===== config.mk =====
export PLATFORM = sky130hd
export DESIGN_NAME = dmem_port_arbiter
export DESIGN_NICKNAME = d
export VERILOG_FILES = /design/src/rtl/dmem_port_arbiter.sv
export SDC_FILE = /design/constraint.sdc
export NUM_CORES = 1
export LEC_CHECK = 0
export CORE_AREA = 5 5 91 93
export DETAILED_ROUTE_END_ITERATION = 10
export DIE_AREA = 0 0 96 98
export MAX_ROUTING_LAYER = met4
export PLACE_DENSITY = 0.76
export SETUP_SLACK_MARGIN = 0.2
export SYNTH_ARGS = -nofsm -noshare
export SYNTH_HDL_FRONTEND = slang
export SYNTH_SLANG_ARGS = --single-unit

===== constraint.sdc =====
create_clock -name clk_i -period 1.6 [get_ports clk_i]
set_input_delay 0.24 -clock clk_i [delete_from_list [all_inputs] [get_ports clk_i]]
set_output_delay 0.24 -clock clk_i [all_outputs]
set_load 0.03 [all_outputs]

===== src/rtl/dmem_port_arbiter.sv =====
// Data-memory port arbiter: CPU load/store path vs debug/loader port.
// States: IDLE | no CPU read outstanding ; CPU_RD_WAIT | CPU read data returning this cycle.
module dmem_port_arbiter #(
    parameter int ADDR_W       = 14,
    parameter int DATA_W       = 32,
    parameter int CPU_PRIORITY = 1,
    parameter int STARVE_LIMIT = 8
) (
    input  logic              clk_i,
    input  logic              rst_i,

    input  logic              cpu_req_i,
    input  logic              cpu_we_i,
    input  logic [ADDR_W-1:0] cpu_addr_i,
    input  logic [DATA_W-1:0] cpu_wdata_i,
    output logic              cpu_stall_o,
    output logic [DATA_W-1:0] cpu_rdata_o,
    output logic              cpu_rvalid_o,

    input  logic              dbg_req_i,
    input  logic              dbg_we_i,
    input  logic [ADDR_W-1:0] dbg_addr_i,
    input  logic [DATA_W-1:0] dbg_wdata_i,
    output logic              dbg_gnt_o,
    output logic [DATA_W-1:0] dbg_rdata_o,
    output logic              dbg_rvalid_o,

    output logic              mem_en_o,
    output logic              mem_we_o,
    output logic [ADDR_W-1:0] mem_addr_o,
    output logic [DATA_W-1:0] mem_wdata_o,
    input  logic [DATA_W-1:0] mem_rdata_i
);

    localparam logic [0:0] S_IDLE        = 1'b0;
    localparam logic [0:0] S_CPU_RD_WAIT = 1'b1;
    localparam logic [7:0] STARVE_LIM    = 8'(STARVE_LIMIT);

    logic [0:0] state_q, state_d;
    logic       dbg_rd_pend_q, dbg_rd_pend_d;
    logic [7:0] wait_cnt_q, wait_cnt_d;
    logic       last_gnt_q, last_gnt_d;

    logic cpu_elig;
    logic dbg_elig;
    logic gnt_cpu;
    logic gnt_dbg;

    // Nothing is eligible while reset is held, which forces every output low.
    assign cpu_elig = !rst_i && cpu_req_i && (state_q != S_CPU_RD_WAIT);
    assign dbg_elig = !rst_i && dbg_req_i;

    always_comb begin
        gnt_cpu = 1'b0;
        gnt_dbg = 1'b0;
        if (cpu_elig && dbg_elig) begin
            if (wait_cnt_q >= STARVE_LIM) begin
                gnt_dbg = 1'b1;
            end else if (CPU_PRIORITY != 0) begin
                gnt_cpu = 1'b1;
            end else if (last_gnt_q) begin
                gnt_cpu = 1'b1;
            end else begin
                gnt_dbg = 1'b1;
            end
        end else if (cpu_elig) begin
            gnt_cpu = 1'b1;
        end else if (dbg_elig) begin
            gnt_dbg = 1'b1;
        end
    end

    always_comb begin
        mem_en_o    = gnt_cpu || gnt_dbg;
        mem_we_o    = 1'b0;
        mem_addr_o  = '0;
        mem_wdata_o = '0;
        if (gnt_cpu) begin
            mem_we_o    = cpu_we_i;
            mem_addr_o  = cpu_addr_i;
            mem_wdata_o = cpu_wdata_i;
        end else if (gnt_dbg) begin
            mem_we_o    = dbg_we_i;
            mem_addr_o  = dbg_addr_i;
            mem_wdata_o = dbg_wdata_i;
        end
    end

    assign cpu_stall_o  = cpu_elig && !(gnt_cpu && cpu_we_i);
    assign dbg_gnt_o    = gnt_dbg;
    assign cpu_rvalid_o = !rst_i && (state_q == S_CPU_RD_WAIT);
    assign dbg_rvalid_o = !rst_i && dbg_rd_pend_q;
    assign cpu_rdata_o  = cpu_rvalid_o ? mem_rdata_i : '0;
    assign dbg_rdata_o  = dbg_rvalid_o ? mem_rdata_i : '0;

    always_comb begin
        state_d       = (gnt_cpu && !cpu_we_i) ? S_CPU_RD_WAIT : S_IDLE;
        dbg_rd_pend_d = gnt_dbg && !dbg_we_i;
        wait_cnt_d    = 8'd0;
        if (dbg_req_i && !gnt_dbg) begin
            wait_cnt_d = (wait_cnt_q == 8'hFF) ? 8'hFF : wait_cnt_q + 8'd1;
        end
        last_gnt_d = last_gnt_q;
        if (gnt_dbg) begin
            last_gnt_d = 1'b1;
        end else if (gnt_cpu) begin
            last_gnt_d = 1'b0;
        end
    end

    always_ff @(posedge clk_i or posedge rst_i) begin
        if (rst_i) begin
            state_q       <= S_IDLE;
            dbg_rd_pend_q <= 1'b0;
            wait_cnt_q    <= 8'd0;
            last_gnt_q    <= 1'b0;
        end else begin
            state_q       <= state_d;
            dbg_rd_pend_q <= dbg_rd_pend_d;
            wait_cnt_q    <= wait_cnt_d;
            last_gnt_q    <= last_gnt_d;
        end
    end

endmodule


==> Flow_metrics.wiki, run 1 <==
{| class="wikitable"
! Metric !! Value
|-
| Register-to-register setup slack || ~0.13 ns
|-
| Global-route usage over all layers || 22.67%
|-
| Cell Count, Final, Fillers Out || ~560
|-
| Clock period minus final worst setup slack || 1.994 ns
|-
| Maximum number of pins on one net before global-route repair || 36
|-
| Number of CTS-inserted buffers || 3
|-
| Class of the worst hold path || in2async
|-
| Via count of the first global-routing pass || 2,822
|-
| Critical path cell sequence || nor4_2, a32o_2, buf_6, buf_12, a22o_2, buf_6
|-
| Routed vias || 2,649
|-
| Post-synthesis net count || 317
|-
| Most instantiated library cell after synthesis || sky130_fd_sc_hd__and2_1
|-
| Wire length of the first global-routing pass || 15.86 mm
|-
| Post-route worst hold slack || 0.03017 ns
|-
| Vertical extent of the die || 98 microns
|-
| Maximum clock skew at final layout || 0.003610 ns
|-
| Vias per std cell || 4.714
|-
| Arrival time worst endpoint || 1.75 ns
|-
| Horizontal die dimension || between 90 and 100 microns
|-
| Dominant synthesized flop cell || sky130_fd_sc_hd__dfrtp_1
|-
| # IOs || 246
|-
| Remaining DRCs || 0
|-
| Met1 Resource Use GR || 23.01%
|-
| Worst-Skew Late Latency || 0.24 ns
|-
| Placed instance area || 4071 sq um
|-
| Max cap viols || 0
|-
| Delay-heaviest family, CP || flip-flops
|-
| Met3 demand-to-capacity share in global routing || 6.394%
|-
| Setup crit end kind || output pin
|-
| Library cell occupying the most area in the post-synthesis netlist || sky130_fd_sc_hd__a22o_1
|-
| Violated checks || setup timing
|-
| Final hold viol count || 0
|-
| Area delta synth->final || 264.0%
|-
| Ys Warns || 0
|-
| Post-synthesis sequential element count || 10
|-
| Total instance count after detailed placement || 532
|-
| Final design instance area without fill || 5393 sq um
|-
| CTS tree || yes
|-
| Setup repair after global routing missed its margin || yes
|-
| Relative slew slack || 76.59%
|-
| Endpoint of the most critical register-to-register path || state_q
|-
| Global Route met2 Usage || 40.84%
|-
| Antenna violation net count after detailed routing || 0
|-
| Power per cell area || 379.4 nW/um^2
|-
| Area share of the leading cell type in the synthesized netlist || 27.79%
|-
| Most crowded layer after global routing || met2
|-
| Highest-delay cell along the critical path || sky130_fd_sc_hd__dfrtp_1
|-
| Commonest cells in the synthesized netlist || sky130_fd_sc_hd__and2_1 (65), sky130_fd_sc_hd__a22o_1 (47), sky130_fd_sc_hd__dfrtp_1 (10)
|-
| Run status || complete, but fails checks
|-
| Crit Path Category || reg2out
|-
| Root buffer cell || sky130_fd_sc_hd__clkbuf_8
|-
| Cell area after synthesis || 1481 sq um
|-
| Maximum fanout along the worst path || 9
|-
| Worst path bufs/invs || 3
|-
| Required time of the critical path || ~1.4 ns
|-
| Top area cells in the synthesized netlist || sky130_fd_sc_hd__a22o_1 (28%), sky130_fd_sc_hd__and2_1 (27%), sky130_fd_sc_hd__dfrtp_1 (17%)
|-
| Pwr Total || 2.046 mW
|-
| Row count || 32
|-
| Fin crit share || 124.6%
|-
| Library cell appearing most often on the critical path || sky130_fd_sc_hd__buf_6
|-
| Die area || approximately 9400 sq um
|-
| Setup WS pre-CTS || -0.4964 ns
|-
| Critical path startpoint category || register
|-
| Number of clock sinks seen by CTS || 10
|-
| Clock buffer depth || 2
|-
| Port Buf Inserts || roughly 250
|-
| Wire per inst || 20.47 microns
|-
| Weighted congestion at the end of routability-driven global placement || roughly 0.84
|-
| Initial cell density of the core || 19.89%
|-
| Number of slew-limit violations in the final report || 0
|-
| Launching instance or port of the critical path || wait_cnt_q[3]
|-
| Final-layout fill cell count || between 500 and 600
|-
| Sum of negative setup slack || -21.93 ns
|-
| Global route overflow || 0
|-
| Crit-path max cell delay || 0.42 ns
|-
| Register clock-pin slew on the reported worst setup and hold paths || 0.05 ns
|-
| Worst setup endpoint || mem_wdata_o[19]
|-
| Syn_area_per_cell || around 8 sq um
|-
| Post-Route WL || 11.50 mm
|-
| Antenna violations before repair || 1
|-
| Startpoint of the worst register-to-register path || wait_cnt_q[3]
|-
| Unique masters post-synth || 32
|-
| WP depth || 6
|-
| Final Net Count || 592
|-
| Post-synth EDFFs || 0
|-
| Estimated wirelength of the detail-placed design || 8.162 mm
|-
| Number of cell instances on the worst register-to-register path || 5
|-
| Share of the core filled with cells in the final layout || 72.41%
|-
| Violation count after the first detailed-routing iteration || 66
|-
| Final critical-path setup slack || -0.3942 ns
|-
| Fraction of final layout cells with drive strength greater than 1 || roughly 66%
|-
| First-pass iteration count of the detailed router || 4
|-
| Async SR Flop Fraction || 100.0%
|-
| Max Clk Rate || 501.5 MHz
|-
| Worst IR drop on VDD || 0.3231 mV
|-
| Number of endpoints failing setup at the final stage || 82
|-
| Post-Syn Instances || about 190
|-
| Floorplan core area || 7447 sq um
|-
| Leakage power figure || 2.439 nW
|-
| Reg area || approximately 250 sq um
|-
| Slew @ Worst Pin || 0.3511 ns
|-
| Sequential cell area fraction in the yosys report || between 10% and 20%
|-
| Area of the multi-input gates || roughly 1700 sq um
|-
| Number of levels the H-tree was split into || 1
|}
## worst min-delay path by stage
stage | from | endpoint | slack, ns | depth (start not counted)
floorplan | rst_i | dbg_rd_pend_q | 0.03 | 1
global placement | wait_cnt_q[0] | wait_cnt_q[0] | 0.51 | 1
detailed placement | wait_cnt_q[0] | wait_cnt_q[0] | 0.51 | 1
CTS | rst_i | wait_cnt_q[6] | 0.03 | 3
global route | rst_i | wait_cnt_q[6] | 0.05 | 3
finish | rst_i | wait_cnt_q[6] | 0.03 | 3
## sequential cells by signal (all words and copies together), names as in the netlist
| register | count |
|---|---|
| state_q | 1 |
| dbg_rd_pend_q | 1 |
| wait_cnt_q | 8 |
## metal layers
layer,part of all wire (%),vias to the layer above
li1,-,1237
met1,34,1208
met2,52,180
met3,10,24
met4,3.1,0
met5,0,-
## worst reg2reg max path, cell delays in order, from the launching register on
cell and delay, ns:
sky130_fd_sc_hd__dfrtp_1 0.42, sky130_fd_sc_hd__nor4_2 0.30, sky130_fd_sc_hd__a32o_2 0.26, sky130_fd_sc_hd__buf_12 0.14, sky130_fd_sc_hd__clkbuf_16 0.16, sky130_fd_sc_hd__nor2b_4 0.14
## power by group
group / switching [mW] / internal [mW]
Combinational: 0.635 / 0.825
Sequential: 0.00906 / 0.261
Clock: 0.0999 / 0.216
## cell families (layout without fill, tap and decap cells)
kind of cell | count (synthesis) | in the layout | synth area share, %
AND/OR/NAND/NOR | 88 | 88 | 37.16
flip-flops | 10 | 10 | 16.89
XOR/XNOR | 3 | 3 | 1.774
adder cells (fa/ha/maj) | 2 | 2 | 1.689
buffers and inverters | 22 | 296 | 7.685
other | 0 | 1 | 0
AO/OA/AOI/OAI | 60 | 60 | 34.80
## layout make-up
cell class	count	share of cell area, %
Clock buffer	4	1.021
Antenna cell	1	0.04640
Tap cell	102	2.367
Sequential cell	10	4.687
Inverter	5	0.3480
Multi-Input combinational cell	153	31.67
Timing Repair Buffer	287	59.86
## what timing repair did
item / 4_1_cts / 5_1_grt
cloned: 8 / 3
buffers inserted: 10 / 4
endpoints found under the setup margin: 126 / 126
pin swaps: 55 / 10
resized for setup: 204 / 31
hold buffers: 0 / 0
## cell usage in the layout, fill, tap and decap left out, types with 2 or more instances in the layout
| cell | n |
|---|---|
| sky130_fd_sc_hd__clkdlybuf4s50_1 | 126 |
| sky130_fd_sc_hd__buf_6 | 106 |
| sky130_fd_sc_hd__and2_4 | 65 |
| sky130_fd_sc_hd__buf_4 | 30 |
| sky130_fd_sc_hd__a22o_4 | 28 |
| sky130_fd_sc_hd__a22o_2 | 19 |
| sky130_fd_sc_hd__buf_12 | 11 |
| sky130_fd_sc_hd__buf_16 | 8 |
| sky130_fd_sc_hd__dfrtp_1 | 8 |
| sky130_fd_sc_hd__a211oi_2 | 5 |
| sky130_fd_sc_hd__nor2b_4 | 4 |
| sky130_fd_sc_hd__clkbuf_8 | 4 |
| sky130_fd_sc_hd__inv_1 | 3 |
| sky130_fd_sc_hd__clkbuf_16 | 3 |
| sky130_fd_sc_hd__inv_2 | 2 |
| sky130_fd_sc_hd__nor4_2 | 2 |
| sky130_fd_sc_hd__nand4_1 | 2 |
| sky130_fd_sc_hd__nand2_1 | 2 |
| sky130_fd_sc_hd__nand3_1 | 2 |
| sky130_fd_sc_hd__xor2_1 | 2 |
| sky130_fd_sc_hd__nor2_1 | 2 |
| sky130_fd_sc_hd__dlygate4sd2_1 | 2 |
| sky130_fd_sc_hd__dfrtp_2 | 2 |
No activity file was read; power rests on OpenSTA's default activity.
==> inputs of run 2 (changes only) <==
- TNS_END_PERCENT: not set -> 10
==> run 2 against run 1 <==
  * The flow still finishes with violations (setup timing)
  * Wire length grew 1.8%
  * Combinational power about the same
  * Die area stayed put
  * Clock skew down 0.0025 ns
  * Sequential power about the same
  * Worst setup slack lost 0.019 ns
  * Cell count decreased by 1.2%
  * Hold slack gained 0.080 ns
  * Register-to-register slack lost 0.25 ns
  * Global-route usage decreased by 1.8 points
  * Sequential cell count unchanged
  * Fmax is 0.95% lower
  * Largest cell class unchanged
==> Flow_metrics.wiki, run 2 (synthesis results as in run 1) <==
{| class="wikitable"
! Metric !! Value
|-
| Run status || complete, but fails checks
|-
| Violated checks || setup timing
|-
| Clock period minus final worst setup slack || 2.013 ns (+0.01903 ns)
|-
| Row count || 32 (unchanged)
|-
| Final critical-path setup slack || -0.4132 ns (-0.01903 ns)
|-
| Largest registers || wait_cnt_q x8, dbg_rd_pend_q x1, state_q x1
|-
| Clock buffer depth || 2 (unchanged)
|-
| Violation count after the first detailed-routing iteration || 49 (-26%)
|-
| Register clock-pin slew on the reported worst setup and hold paths || 0.05 ns (about the same)
|-
| Wire length of the first global-routing pass || 14.92 mm (-6.0%)
|-
| Root buffer cell || sky130_fd_sc_hd__clkbuf_8
|-
| Number of clock sinks seen by CTS || 10 (unchanged)
|-
| Max Clk Rate || 496.7 MHz (-0.95%)
|-
| Maximum number of pins on one net before global-route repair || 34 (-5.6%)
|-
| Setup repair after global routing missed its margin || yes
|-
| Weighted congestion at the end of routability-driven global placement || 0.8889 (+5.5%)
|-
| Final hold viol count || 0 (unchanged)
|-
| Biggest register || wait_cnt_q
|-
| Estimated wirelength of the detail-placed design || 8.203 mm (+0.50%)
|-
| Antenna violations before repair || 4 (+3)
|-
| Area delta synth->final || 244.5%
|-
| CTS tree || yes
|-
| Number of endpoints failing setup at the final stage || 52 (-37%)
|-
| Wire per inst || 21.10 microns (+3.1%)
|-
| Initial cell density of the core || 19.89% (unchanged)
|-
| # IOs || 246 (unchanged)
|-
| Max FFs per register || 8 (unchanged)
|-
| Global-route usage over all layers || 20.88% (-1.8 points)
|-
| Crit Path Category || reg2out
|-
| Highest-delay cell along the critical path || sky130_fd_sc_hd__dfrtp_1
|-
| Required time of the critical path || 1.36 ns (about the same)
|-
| Fin crit share || 125.8% (+1.2 points)
|-
| Horizontal die dimension || 96 microns (unchanged)
|-
| Class of the worst hold path || in2async
|-
| Commonest cells after routing, fill and taps aside || sky130_fd_sc_hd__clkdlybuf4s50_1 (126), sky130_fd_sc_hd__buf_6 (118), sky130_fd_sc_hd__and2_4 (35)
|-
| Placed instance area || 4036 sq um (-0.86%)
|-
| Worst-Skew Late Latency || 0.23 ns (about the same)
|-
| Relative slew slack || 73.58% (-3.0 points)
|-
| Vias per std cell || 4.694 (-0.42%)
|-
| Routed vias || 2,605 (-1.7%)
|-
| Antenna violation net count after detailed routing || 0 (unchanged)
|-
| Fraction of final layout cells with drive strength greater than 1 || 56.12% (-9.9 points)
|-
| Launching instance or port of the critical path || wait_cnt_q[3]
|-
| Floorplan core area || 7447 sq um (unchanged)
|-
| Startpoint of the worst register-to-register path || wait_cnt_q[3]
|-
| Slew @ Worst Pin || 0.3951 ns (+0.04403 ns)
|-
| First-pass iteration count of the detailed router || 4 (unchanged)
|-
| Commonest non-fill, non-tap cell in the layout || sky130_fd_sc_hd__clkdlybuf4s50_1
|-
| Maximum fanout along the worst path || 12 (+3)
|-
| Critical path startpoint category || register
|-
| Vertical extent of the die || 98 microns (unchanged)
|-
| Sum of negative setup slack || -19.21 ns (+2.722 ns)
|-
| Max cap viols || 0 (unchanged)
|-
| Setup crit end kind || output pin
|-
| Worst IR drop on VDD || 0.3395 mV (+5.1%)
|-
| Number of hold-repair buffers added at the cts stage || 0 (unchanged)
|-
| Power per cell area || 394.0 nW/um^2 (+3.9%)
|-
| Final Net Count || 582 (-1.7%)
|-
| Number of levels the H-tree was split into || 1 (unchanged)
|-
| Remaining DRCs || 0 (unchanged)
|-
| Arrival time worst endpoint || 1.77 ns (+0.02 ns)
|-
| Number of CTS-inserted buffers || 3 (unchanged)
|-
| Port Buf Inserts || 245 (unchanged)
|-
| Post-route worst hold slack || 0.1106 ns (+0.08039 ns)
|-
| Crit-path max cell delay || 0.42 ns (about the same)
|-
| Final design instance area without fill || 5104 sq um (-5.4%)
|-
| Pwr Total || 2.011 mW (-1.7%)
|-
| Critical path cell sequence || buf_4, nor4_2, a32o_2, buf_12, clkbuf_16, a22o_4, buf_6
|-
| Via count of the first global-routing pass || 2,734 (-3.1%)
|-
| Post-Route WL || 11.71 mm (+1.8%)
|-
| Global route overflow || 0 (unchanged)
|-
| Maximum clock skew at final layout || 0.001148 ns (-0.002462 ns)
|-
| Die area || 9408 sq um (unchanged)
|-
| Leakage power figure || 2.316 nW (-5.1%)
|-
| Number of slew-limit violations in the final report || 0 (unchanged)
|-
| Setup WS pre-CTS || -0.4745 ns (+0.02198 ns)
|}
-- run 2: worst paths after layout --
path | cells past startpoint | to | slack, ns
worst max-delay path | 7 | mem_wdata_o[17] | -0.41
worst min-delay path | 4 | wait_cnt_q[7] | 0.11
worst max register to register | 5 | wait_cnt_q[5] | -0.12
worst min register to register | 1 | wait_cnt_q[0] | 0.53
max in group asynchronous | 4 | wait_cnt_q[5] | 1.32
min in group clk_i | 1 | wait_cnt_q[0] | 0.53
-- run 2: layout make-up --
class	count	area (sq um)
tap	102	127.6
timing repair buffer	277	3048
clock buffer	4	55.05
sequential	10	254.0
multi-input combinational	153	1590
fill	536	2344
antenna	4	10.01
inverter	5	18.77
-- run 2: repair_timing --
item,4_1_cts,5_1_grt
setup endpoints to repair,126,126
buffers inserted,4,4
cloned,1,6
resized for setup,128,75
pin swaps,18,61
-- run 2: metrics by stage --
step	utilization [%]	std cells
after detailed placement	54.20	532
final	68.53	555
after floorplan	-	185
after global placement	54.20	532
after CTS	62.10	541
after global routing	68.53	555
-- run 2: layer usage --
layer	part of all wire, %	track usage [%]	vias to the layer above
li1	-	-	1217
met1	35	21.63	1196
met2	52	38.02	177
met3	11	6.626	15
met4	1.8	4.048	0
met5	0	-	-
-- run 2: report_power, final --
| part | switching, mW | total (mW) | internal (mW) |
|---|---|---|---|
| Clock | 0.0989 | 0.315 | 0.216 |
| Combinational | 0.630 | 1.43 | 0.798 |
| Sequential | 0.00787 | 0.268 | 0.260 |
| Total | 0.737 | 2.01 | 1.27 |
-- run 2: critical path, delay by kind of cell, from the launching register on --
kind,cells,cell delay (ns)
AOI/OAI and AO/OA,2,0.48
buffers and inverters,4,0.60
DFF,1,0.42
and+or+nand+nor,1,0.03
